$ cat src/rtl/ecc_pkg.sv
// Helpers shared by the SECDED decoder and its syndrome block: check-bit sizing
// and the mapping from data bit index to Hamming position.
package ecc_pkg;

   function automatic int ecc_pw(input int data_w);
      int r;
      r = 1;
      while ((1 << r) < data_w + r + 1) r++;
      return r;
   endfunction

   function automatic bit is_pow2(input int v);
      return (v > 0) && ((v & (v - 1)) == 0);
   endfunction

   // Data bits fill the non-power-of-two positions in ascending order, d[0] at 3.
   function automatic int data_pos(input int i);
      int pos;
      int n;
      pos = 2;
      n   = -1;
      while (n < i) begin
         pos++;
         if (!is_pow2(pos)) n++;
      end
      return pos;
   endfunction

   function automatic int ecc_w(input int data_w);
      return ecc_pw(data_w) + 1;
   endfunction

   function automatic int cw_n(input int data_w);
      return data_w + ecc_pw(data_w);
   endfunction

   localparam int DEF_DATA_W = 32;
   localparam int DEF_P_W    = ecc_pw(DEF_DATA_W);
   localparam int DEF_ECC_W  = DEF_P_W + 1;
   localparam int DEF_CW_N   = DEF_DATA_W + DEF_P_W;

endpackage

$ cat src/rtl/ecc_secded_syndrome.sv
// Combinational codeword assembly, Hamming syndrome and overall-parity check.
// Shared between the decoder front stage and the encoder.
module ecc_secded_syndrome
   import ecc_pkg::*;
#(
   parameter  int DATA_W = 32,
   localparam int P_W    = ecc_pw(DATA_W),
   localparam int ECC_W  = P_W + 1,
   localparam int CW_N   = DATA_W + P_W
) (
   input  logic [DATA_W-1:0] d,
   input  logic [ECC_W-1:0]  ecc,
   output logic [CW_N:1]     cw,
   output logic [P_W-1:0]    syn,
   output logic              overall_err
);

   for (genvar i = 0; i < DATA_W; i++) begin : g_data
      assign cw[data_pos(i)] = d[i];
   end

   for (genvar k = 0; k < P_W; k++) begin : g_par
      assign cw[1 << k] = ecc[k+1];
   end

   always_comb begin
      syn = '0;
      for (int j = 1; j <= CW_N; j++) begin
         for (int k = 0; k < P_W; k++) begin
            if (j[k]) syn[k] = syn[k] ^ cw[j];
         end
      end
      overall_err = ecc[0] ^ (^cw);
   end

endmodule

$ cat src/rtl/ecc_secded_dec_pipe.sv
// Two-stage SECDED decoder with valid/ready flow control, saturating error
// counters and a last-error capture.
module ecc_secded_dec_pipe
   import ecc_pkg::*;
#(
   parameter  int DATA_W = 32,
   parameter  int CNT_W  = 16,
   localparam int P_W    = ecc_pw(DATA_W),
   localparam int ECC_W  = P_W + 1,
   localparam int CW_N   = DATA_W + P_W
) (
   input  logic              clk,
   input  logic              rst,
   input  logic              in_valid,
   output logic              in_ready,
   input  logic [DATA_W-1:0] d_in,
   input  logic [ECC_W-1:0]  ecc_in,
   output logic              out_valid,
   input  logic              out_ready,
   output logic [DATA_W-1:0] d_out,
   output logic              sec_err,
   output logic              ded_err,
   output logic [P_W-1:0]    syn_out,
   input  logic              cnt_clr,
   output logic [CNT_W-1:0]  sec_cnt,
   output logic [CNT_W-1:0]  ded_cnt,
   output logic [P_W-1:0]    last_syn,
   output logic              last_ded
);

   localparam logic [P_W-1:0] CW_N_S = P_W'(CW_N);

   logic [CW_N:1]     cw_c;
   logic [P_W-1:0]    syn_c;
   logic              oerr_c;
   logic              s1_valid;
   logic [CW_N:1]     s1_cw;
   logic [P_W-1:0]    s1_syn;
   logic              s1_oerr;
   logic              s2_adv;
   logic              in_range;
   logic              sec_c;
   logic              ded_c;
   logic              do_fix;
   logic [CW_N:1]     fix;
   logic [DATA_W-1:0] d_fix;
   logic              flag_hs;

   ecc_secded_syndrome #(.DATA_W(DATA_W)) u_syn (
      .d           (d_in),
      .ecc         (ecc_in),
      .cw          (cw_c),
      .syn         (syn_c),
      .overall_err (oerr_c)
   );

   assign s2_adv   = !out_valid | out_ready;
   assign in_ready = !s1_valid | s2_adv;

   always_ff @(posedge clk) begin
      if (rst) begin
         s1_valid <= 1'b0;
         s1_cw    <= '0;
         s1_syn   <= '0;
         s1_oerr  <= 1'b0;
      end else if (in_ready) begin
         s1_valid <= in_valid;
         if (in_valid) begin
            s1_cw   <= cw_c;
            s1_syn  <= syn_c;
            s1_oerr <= oerr_c;
         end
      end
   end

   // Odd overall parity with a syndrome beyond the codeword cannot be a single error.
   assign in_range = s1_syn <= CW_N_S;
   assign sec_c    = s1_oerr & in_range;
   assign ded_c    = s1_oerr ? !in_range : (s1_syn != '0);
   assign do_fix   = sec_c & (s1_syn != '0);

   always_comb begin
      fix = '0;
      for (int j = 1; j <= CW_N; j++) begin
         if (do_fix && s1_syn == P_W'(j)) fix[j] = 1'b1;
      end
   end

   for (genvar i = 0; i < DATA_W; i++) begin : g_ext
      assign d_fix[i] = s1_cw[data_pos(i)] ^ fix[data_pos(i)];
   end

   always_ff @(posedge clk) begin
      if (rst) begin
         out_valid <= 1'b0;
         d_out     <= '0;
         sec_err   <= 1'b0;
         ded_err   <= 1'b0;
         syn_out   <= '0;
      end else if (s2_adv) begin
         out_valid <= s1_valid;
         if (s1_valid) begin
            d_out   <= d_fix;
            sec_err <= sec_c;
            ded_err <= ded_c;
            syn_out <= s1_syn;
         end
      end
   end

   assign flag_hs = out_valid & out_ready & (sec_err | ded_err);

   always_ff @(posedge clk) begin
      if (rst || cnt_clr) begin
         sec_cnt  <= '0;
         ded_cnt  <= '0;
         last_syn <= '0;
         last_ded <= 1'b0;
      end else if (flag_hs) begin
         if (sec_err && sec_cnt != '1) sec_cnt <= sec_cnt + CNT_W'(1);
         if (ded_err && ded_cnt != '1) ded_cnt <= ded_cnt + CNT_W'(1);
         last_syn <= syn_out;
         last_ded <= ded_err;
      end
   end

endmodule
$ cat config.mk
export PLATFORM = sky130hd
export DESIGN_NAME = ecc_secded_dec_pipe
export DESIGN_NICKNAME = d
export VERILOG_FILES = /design/src/rtl/ecc_pkg.sv /design/src/rtl/ecc_secded_syndrome.sv /design/src/rtl/ecc_secded_dec_pipe.sv
export SDC_FILE = /design/constraint.sdc
export NUM_CORES = 1
export LEC_CHECK = 0
export CORE_MARGIN = 2
export CORE_UTILIZATION = 49
export CTS_BUF_LIST = sky130_fd_sc_hd__clkbuf_8
export CTS_CLUSTER_DIAMETER = 50
export CTS_CLUSTER_SIZE = 30
export DETAILED_ROUTE_END_ITERATION = 6
export PLACE_DENSITY = 0.79
export SETUP_SLACK_MARGIN = 0.4
export SYNTH_ARGS = -nofsm -noshare
export SYNTH_HDL_FRONTEND = slang
export SYNTH_HIERARCHICAL = 1
export SYNTH_SLANG_ARGS = --single-unit
$ cat constraint.sdc
create_clock -name clk -period 2.4 [get_ports clk]
set_input_delay 0.72 -clock clk [delete_from_list [all_inputs] [get_ports clk]]
set_output_delay 0.72 -clock clk [all_outputs]
set_load 0.02 [all_outputs]
==> flow_summary.toml, run 1 <==
[timing]
final_period_minus_worst_setup_slack_ns = 2.13
setup_viol_count_final = 0
max_freq_mhz = 468
post_route_setup_tns_ns = 0
remaining_max_slew_budget_at_the_tightest_pin = 0.437
count_of_final_max_slew_check_failures = 0
tightest_slew_ns = 0.845
fin_skew_ns = 0.0116
rsz0062_at_grt = "yes"
setup_slack_of_the_critical_path_after_layout_ns = 0.265
timing.final.hold_violations = 0
finalHoldWorstSlack_ns = 0.471
final.period_utilization = 0.890

[power_and_ir_drop]
p_leak_nw = 3.44
irDropWorstVdd_mv = 0.375
power_mw = 5.66
power_density_nw_per_um2 = 675

[detailed_routing]
dr.first_iter.drc_count = 739
drt-pass1-iter-count = 5
drt_total_wl_um = 17500
detail-route-antenna-nets = 0
vias = 5939
wire_per_inst_um = 16.5
post-route-drc-count = 0
vias_per_cell = 5.61

[synthesis]
synth_nets = 780
ys_warn_count = 6
syn_area_per_cell_um2 = 8.55
syn_area_um2 = 6280
post_synth_inst_count = 734

[clocking]
cts_sinks = 120
clkLatencyLatePin_ns = 0.45
maximum_count_of_clock_buffers_along_a_single_path = 2
numCtsBuffers = 17
cts-htree-levels = 4
tritoncts_clock_tree = "yes"
cts_hold_buffers = 0
clk_pin_slew_worst_paths_ns = 0.08
cts_root_buf = "clkbuf_8"

[finish]
antenna-diode-count = 0
drive_above_1_share = 0.195
layout.nets = 919
final_cell_area_excluding_filler_cells_um2 = 8380
instances_no_fill = 1058
final_util = 0.667
areaGrowthSynthToFinish_pct = 33.5

[placement]
dp_cells = 1017
place.port_buffers = 124
place_ws_ns = -0.458
place_area_um2 = 7840
globalplace.congestion = 0.907
dpl_hpwl_um = 12400

[hold_path]
worstHoldEndpoint = "s1_cw[20]"
timing.hold.worst.start = "s1_cw[20]"
hold_path_depth = 2
hold_path_class = "reg2reg"

[setup_path]
cp-start-kind = "input pin"
worstReg2RegStart = "s1_oerr"
critical_path_class = "in2reg"
rrSetupSlack_ns = 0.50
reg2reg_to = "d_out[13]"
crit_required_ns = 2.70
critical_path.max_fanout = 2
worst_setup_path_end_kind = "register"
r2r.worst_path.cells = 4
arrival_ns = 2.44

[floorplan]
io-pin-count = 125
floorplan.die_area_um2 = 13700
core_um2 = 12600
initial_core_util = 0.499
floorplan.rows = 41
die_h_um = 117
die_width_um = 117

[grt]
grt_overflow = 0
initial_antenna_violation_count = 0
global_route.usage.total = 0.253
grt_first_pass_wirelength_um = 27100
grt_pass1_vias = 5582
grt_start_max_net_pins = 82

[flow_run]
max_cap_violations = 0

[run_status]
outcome = "finished clean"
[routing by layer]
metal | wire [um] | part of all wire | global-route usage | vias up
met5 | 0 | 0 | 0 | -
met1 | 7130 | 0.41 | 0.304 | 2779
met2 | 8940 | 0.51 | 0.452 | 272
met4 | 351 | 0.020 | 0.0957 | 0
li1 | - | - | - | 2849
met3 | 1060 | 0.061 | 0.0427 | 39
[placed cells by master, fill, tap and decap left out, types with 6 or more instances in the layout]
cell               n
and4_1             6
inv_1              7
xor2_1            17
buf_2              7
or4_1             18
xnor2_2           17
xnor2_1           39
clkbuf_2          13
clkdlybuf4s15_1    7
clkdlybuf4s50_1    6
nor3_1            17
nor4_1             8
o31ai_1           16
mux2i_1            8
a211oi_1          32
xnor3_1           10
a21oi_1           78
nand4_1            9
o21ai_0            9
nand2_1          112
buf_6              8
clkbuf_8          17
dfxtp_1          115
buf_4             60
dlygate4sd2_1     86
nor2_1            45
nand3_1           24
or3_1              6
[power by group]
part / switching (mW) / internal, mW
clock network: 0.899 / 1.05
registers: 0.181 / 2.11
logic: 0.657 / 0.765
[critical path: stages]
cell	delay [ns]
clkdlybuf4s50_1	0.47
xnor2_2	0.28
xnor2_2	0.17
xnor3_1	0.28
xor3_1	0.36
nand2_1	0.09
a21oi_1	0.07
[repair_timing]
item	4_1_cts	5_1_grt
buffers inserted	7	2
endpoints found under the setup margin	99	46
endpoints found under the hold margin	0	0
gates resized for setup	176	50
pin swaps	34	8
[state kept, by name, summed over array words and instances (netlist names)]
signal	flops
last_syn	6
sec_cnt	16
last_ded	1
s1_oerr	1
out_valid	1
ded_cnt	16
d_out	32
ded_err	1
s1_cw	32
sec_err	1
syn_out	6
s1_valid	1
s1_syn	6
[final cells by class]
type | count | area, um^2
clock buffers | 17 | 234
repair buffers | 195 | 1660
multi-input cells | 532 | 3640
inverters | 7 | 26.3
clock inverters | 15 | 193
flip-flops and latches | 120 | 2410
well taps | 172 | 215
fillers | 1060 | 4190
[how the worst max path moves through the flow]
| stage | from | endpoint | slack, ns | depth (start not counted) |
|---|---|---|---|---|
| after floorplan | d_in[18] | s1_oerr | 0.19 | 6 |
| after global placement | d_in[18] | s1_oerr | -0.40 | 7 |
| after detailed placement | d_in[25] | s1_oerr | -0.46 | 7 |
| after CTS | out_ready | in_ready | 0.34 | 3 |
| after global routing | ecc_in[1] | s1_oerr | 0.23 | 7 |
| final | ecc_in[1] | s1_oerr | 0.27 | 7 |
No activity file was read; power rests on OpenSTA's default activity.
==> inputs of run 2 (changes only) <==
Settings changed: CORE_UTILIZATION 49 to 54, PLACE_DENSITY 0.79 to 0.83.
Clock period 2.4 ns to 1.98 ns, I/O delays scaled along.
==> run 2 against run 1 <==
Non-clock buffer count up 69. Setup slack lost 0.23 ns. Largest cell class unchanged. Flip-flop and latch count is the same. Critical path depth rose by 2.
==> flow_summary.toml, run 2 (same netlist as run 1, synthesis figures left out) <==
[run_status]
outcome = "finished clean"

[clocking]
clk_pin_slew_worst_paths_ns = 0.07
cts_sinks = 120
cts_root_buf = "clkbuf_8"
clkLatencyLatePin_ns = 0.44
cts-htree-levels = 4
maximum_count_of_clock_buffers_along_a_single_path = 2
numCtsBuffers = 17
tritoncts_clock_tree = "yes"

[detailed_routing]
vias = 6779
detail-route-antenna-nets = 0
post-route-drc-count = 0
wire_per_inst_um = 20.8
drt_total_wl_um = 22800
drt-pass1-iter-count = 6
vias_per_cell = 6.17
dr.first_iter.drc_count = 691

[timing]
final_period_minus_worst_setup_slack_ns = 1.94
remaining_max_slew_budget_at_the_tightest_pin = 0.447
tightest_slew_ns = 0.829
post_route_setup_tns_ns = 0
count_of_final_max_slew_check_failures = 0
final.period_utilization = 0.980
timing.final.hold_violations = 0
fin_skew_ns = 0.0132
rsz0062_at_grt = "yes"
max_freq_mhz = 515
setup_viol_count_final = 0

[setup_path]
crit_required_ns = 2.34
arrival_ns = 2.30
cp-start-kind = "input pin"
worstPathBufferInverterCount = 3
rrSetupSlack_ns = 0.14
worstReg2RegStart = "s1_syn[4]"
critical-path-top-delay-family = "XOR/XNOR gates"
reg2reg_to = "d_out[8]"
critical_path_class = "in2reg"
cp_cell_sequence = "dlygate4sd2_1 -> xor2_2 -> xnor2_2 -> xnor3_2 -> buf_4 -> buf_6 -> xnor2_2 -> nand2_1 -> a21oi_1"
r2r.worst_path.cells = 5
cpMostUsedCell = "xnor2_2"
critical_path.max_fanout = 2
max_stage_delay_ns = 0.41
crit_path_top_delay_cell = "xnor3_2"
worst_setup_path_end_kind = "register"

[finish]
top_regs = "d_out (32), s1_cw (32)"
final_util = 0.842
layout.nets = 990
drive_above_1_share = 0.468
commonest_non_fill_non_tap_cell_in_the_layout = "buf_4"
final_cell_area_excluding_filler_cells_um2 = 9580
mostFrequentLayoutCells = "buf_4 (159), nand2_1 (110), dfxtp_1 (67)"
areaGrowthSynthToFinish_pct = 52.6
antenna-diode-count = 0

[placement]
place.port_buffers = 124
place_area_um2 = 8060
dpl_hpwl_um = 12500
globalplace.congestion = 0.956

[floorplan]
die_width_um = 112
io-pin-count = 125
die_h_um = 112
floorplan.die_area_um2 = 12500
core_um2 = 11400
floorplan.rows = 39
initial_core_util = 0.552

[power_and_ir_drop]
power_density_nw_per_um2 = 758
power.clock.fraction = 0.330
portion_of_total_power_attributed_to_sequential_cells = 0.375
combPwrFrac = 0.295
p_sw_mw = 2.18
irDropWorstVdd_mv = 0.519
switching_share = 0.300
power.internal_mw = 5.08
p_leak_nw = 3.89

[hold_path]
hold_path_depth = 3
worstHoldEndpoint = "s1_cw[24]"
hold_path_class = "in2reg"
timing.hold.worst.start = "d_in[18]"

[grt]
grt_first_pass_wirelength_um = 30400
grt_overflow = 0
global_route.usage.total = 0.302
grt_pass1_vias = 6236
grt_start_max_net_pins = 82
initial_antenna_violation_count = 0

[flow_run]
max_cap_violations = 0
run 2: worst reg2reg max path, delay by kind of cell, from the launching register on:
kind            cells  cell delay [ns]
compound gates      1             0.27
xor+xnor            1             0.11
buf+inv             1             0.21
flops               1             0.42
simple gates        2             0.73
run 2: routing by layer:
metal / vias up / global-route usage / part of all wire
met5: - / 0 / 0
met4: 0 / 0.165 / 0.071
met3: 126 / 0.0811 / 0.077
met2: 462 / 0.528 / 0.50
met1: 3202 / 0.334 / 0.35
li1: 2989 / - / -
run 2: through the flow:
step	instances	hold WS, ns	setup WS (ns)	power [mW]
6_report	1098	0.435	0.0397	7.26
5_1_grt	1098	0.405	-0.0307	7.50
4_1_cts	1060	0.470	-0.0989	6.98
3_5_place_dp	1001	0.461	-0.810	4.42
3_3_place_gp	1001	0.454	-0.671	4.36
2_1_floorplan	734	0.440	-0.0988	3.83
run 2: layout make-up:
cell class,instances,area [um^2]
clock buffer,20,275
clock inverter,10,151
multi-input combinational,534,4180
tap,143,179
sequential,120,2550
inverter,7,28.8
timing repair buffer,264,2210
fill,559,1790
run 2: how the worst max path moves through the flow:
stage / startpoint / endpoint / slack (ns) / cells past startpoint
final: d_in[12] / s1_syn[4] / 0.04 / 9
after global routing: d_in[12] / s1_syn[4] / -0.03 / 9
after detailed placement: d_in[25] / s1_oerr / -0.81 / 7
after global placement: d_in[25] / s1_oerr / -0.67 / 7
after floorplan: d_in[18] / s1_oerr / -0.1 / 6
after CTS: d_in[20] / s1_syn[4] / -0.1 / 9
run 2: what timing repair did:
action	4_1_cts	5_1_grt
gates resized for setup	555	178
cloned	2	1
hold buffers	0	0
endpoints found under the hold margin	0	0
buffers inserted	27	37
setup endpoints to repair	161	122
pin swaps	58	61
run 2: power by group through the flow:
stage	registers (mW)	clock network, mW	logic, mW
after floorplan	2.75	0	1.07
after global placement	2.75	0	1.61
after detailed placement	2.75	0	1.67
after CTS	2.70	2.38	1.89
after global routing	2.73	2.53	2.23
final	2.72	2.40	2.14
==> inputs of run 3 (changes only) <==
Settings changed: CORE_MARGIN 2 to 8, SLEW_MARGIN set to 20.
==> run 3 against run 2 <==
Clock power decreased by 15%. Die area increased by 23%. Core utilization decreased by 0.48 points. Register-to-register slack improved by 0.14 ns. Combinational power about the same. Hold slack improved by 0.038 ns. Fmax increased by 0.30%. Clock-buffer cell count unchanged. Critical endpoint is now s1_oerr. Largest cell class unchanged.
==> flow_summary.toml, run 3 (same netlist as run 1, synthesis figures left out) <==
[grt]
grt_pass1_vias = 6497
grt_start_max_net_pins = 82
grt_util_met1 = 0.293
groute.layer.met3.usage = 0.0675
gr-usage-met2 = 0.483
grt_overflow = 0
initial_antenna_violation_count = 0
global_route.usage.total = 0.272
grt_first_pass_wirelength_um = 33000
grt_busiest_layer = "met2"

[setup_path]
cp_cell_sequence = "clkdlybuf4s15_2 -> xnor2_2 -> xnor2_2 -> xnor3_1 -> xor3_1 -> nand2_1 -> a21oi_1"
critical-path-top-delay-family = "XOR/XNOR gates"
cpMostUsedCell = "xnor2_2"
critical_path_class = "in2reg"
r2r.worst_path.cells = 4
worstPathBufferInverterCount = 1
arrival_ns = 2.25
crit_path_top_delay_cell = "xnor3_1"
worstSetupPathDepth = 7
max_stage_delay_ns = 0.47
worst_setup_path_end_kind = "register"
cp-start-kind = "input pin"
critical_path.max_fanout = 2
crit_required_ns = 2.29

[finish]
layout.nets = 985
fill_cells = 626
mostFrequentLayoutCells = "buf_4 (144), nand2_1 (110), dfxtp_1 (73)"
top_regs = "d_out (32), s1_cw (32)"
final_cell_area_excluding_filler_cells_um2 = 9520
areaGrowthSynthToFinish_pct = 51.7
antenna-diode-count = 0
drive_above_1_share = 0.464
commonest_non_fill_non_tap_cell_in_the_layout = "buf_4"

[floorplan]
io-pin-count = 125
initial_core_util = 0.552
floorplan.rows = 39
core_um2 = 11400
die_h_um = 124
floorplan.die_area_um2 = 15300
die_width_um = 124

[placement]
dpl_hpwl_um = 13200
place_area_um2 = 8070
place.port_buffers = 124
globalplace.congestion = 0.909

[timing]
tightest_slew_ns = 0.447
final_period_minus_worst_setup_slack_ns = 1.93
rsz0062_at_grt = "yes"
remaining_max_slew_budget_at_the_tightest_pin = 0.699
final.period_utilization = 0.977
fin_skew_ns = 0.0122
count_of_final_max_slew_check_failures = 0
setup_viol_count_final = 0
max_freq_mhz = 517
timing.final.hold_violations = 0

[hold_path]
hold_path_depth = 2
hold_path_class = "reg2reg"

[detailed_routing]
wire_per_inst_um = 22.0
drt-pass1-iter-count = 5
dr.first_iter.drc_count = 777
vias = 6854
drt_total_wl_um = 24100
post-route-drc-count = 0
detail-route-antenna-nets = 0
vias_per_cell = 6.26

[clocking]
clkLatencyLatePin_ns = 0.43
cts-htree-levels = 4
numCtsBuffers = 17
cts_sinks = 120
clk_pin_slew_worst_paths_ns = 0.07
cts_root_buf = "clkbuf_8"
tritoncts_clock_tree = "yes"
maximum_count_of_clock_buffers_along_a_single_path = 2

[flow_run]
max_cap_violations = 0

[run_status]
outcome = "finished clean"

[power_and_ir_drop]
power_mw = 6.92
p_leak_nw = 3.88
power_density_nw_per_um2 = 727
irDropWorstVdd_mv = 0.535
## run 3: cell types whose count changed in the layout (fill, tap and decap cells not counted), moves of 3 or more
cell,before,now
clkbuf_2,14,5
dfxtp_1,67,73
buf_2,17,37
xnor2_1,28,31
buf_6,53,45
xnor2_2,25,22
bufinv_16,4,1
buf_4,159,144
dfxtp_4,32,28
## run 3: final cells by class
class	instances	area, um^2	area share
flip-flops and latches	120	2530	0.266
clock buffers	20	275	0.0289
clock inverters	12	86.3	0.00907
well taps	143	179	0.0188
multi-input cells	536	4300	0.451
inverters	7	30.0	0.00315
repair buffers	257	2120	0.223
## run 3: final timing paths
kind,start,to,slack [ns]
setup / recovery,d_in[28],s1_oerr,0.05
hold / removal,s1_cw[21],s1_cw[21],0.47
setup reg to reg,ded_cnt[7],ded_cnt[14],0.28
hold reg to reg,s1_cw[21],s1_cw[21],0.47
## run 3: worst register-to-register path, cell delays in order, from the launching register on
cell and delay (ns):
dfxtp_4 0.39, nand4_4 0.14, or3_4 0.44, or4_4 0.51, a21oi_4 0.14
## run 3: repair_timing
| item | in CTS | in global routing |
|---|---|---|
| gates resized for setup | 577 | 149 |
| buffers inserted | 32 | 24 |
| pin swaps | 54 | 62 |
| cloned | 2 | 3 |
| setup endpoints to repair | 191 | 124 |
| hold buffers | 0 | 0 |
## run 3: stage by stage
step                      TNS [ns]  utilization  instances  hold slack (ns)  setup WS (ns)
after floorplan            -0.0988            -        734            0.440        -0.0988
after global placement      -24.88        0.709       1002            0.453         -0.651
after detailed placement    -26.18        0.709       1002            0.460         -0.827
after CTS                 -0.00724        0.779       1068            0.448       -0.00724
after global routing             0        0.837       1095            0.482         0.0367
final                            0        0.837       1095            0.472         0.0456
## run 3: per-layer routing
| layer | up-vias | wire (um) | share of wire |
|---|---|---|---|
| met3 | 140 | 2140 | 0.089 |
| met2 | 482 | 12000 | 0.50 |
| met5 | - | 0 | 0 |
| met4 | 0 | 1520 | 0.063 |
| met1 | 3237 | 8460 | 0.35 |
| li1 | 2995 | - | - |
## run 3: power by group
part / total [mW] / switching (mW) / internal, mW
logic: 2.16 / 1.08 / 1.08
clock network: 2.05 / 0.987 / 1.06
registers: 2.71 / 0.183 / 2.53
total: 6.92 / 2.25 / 4.67
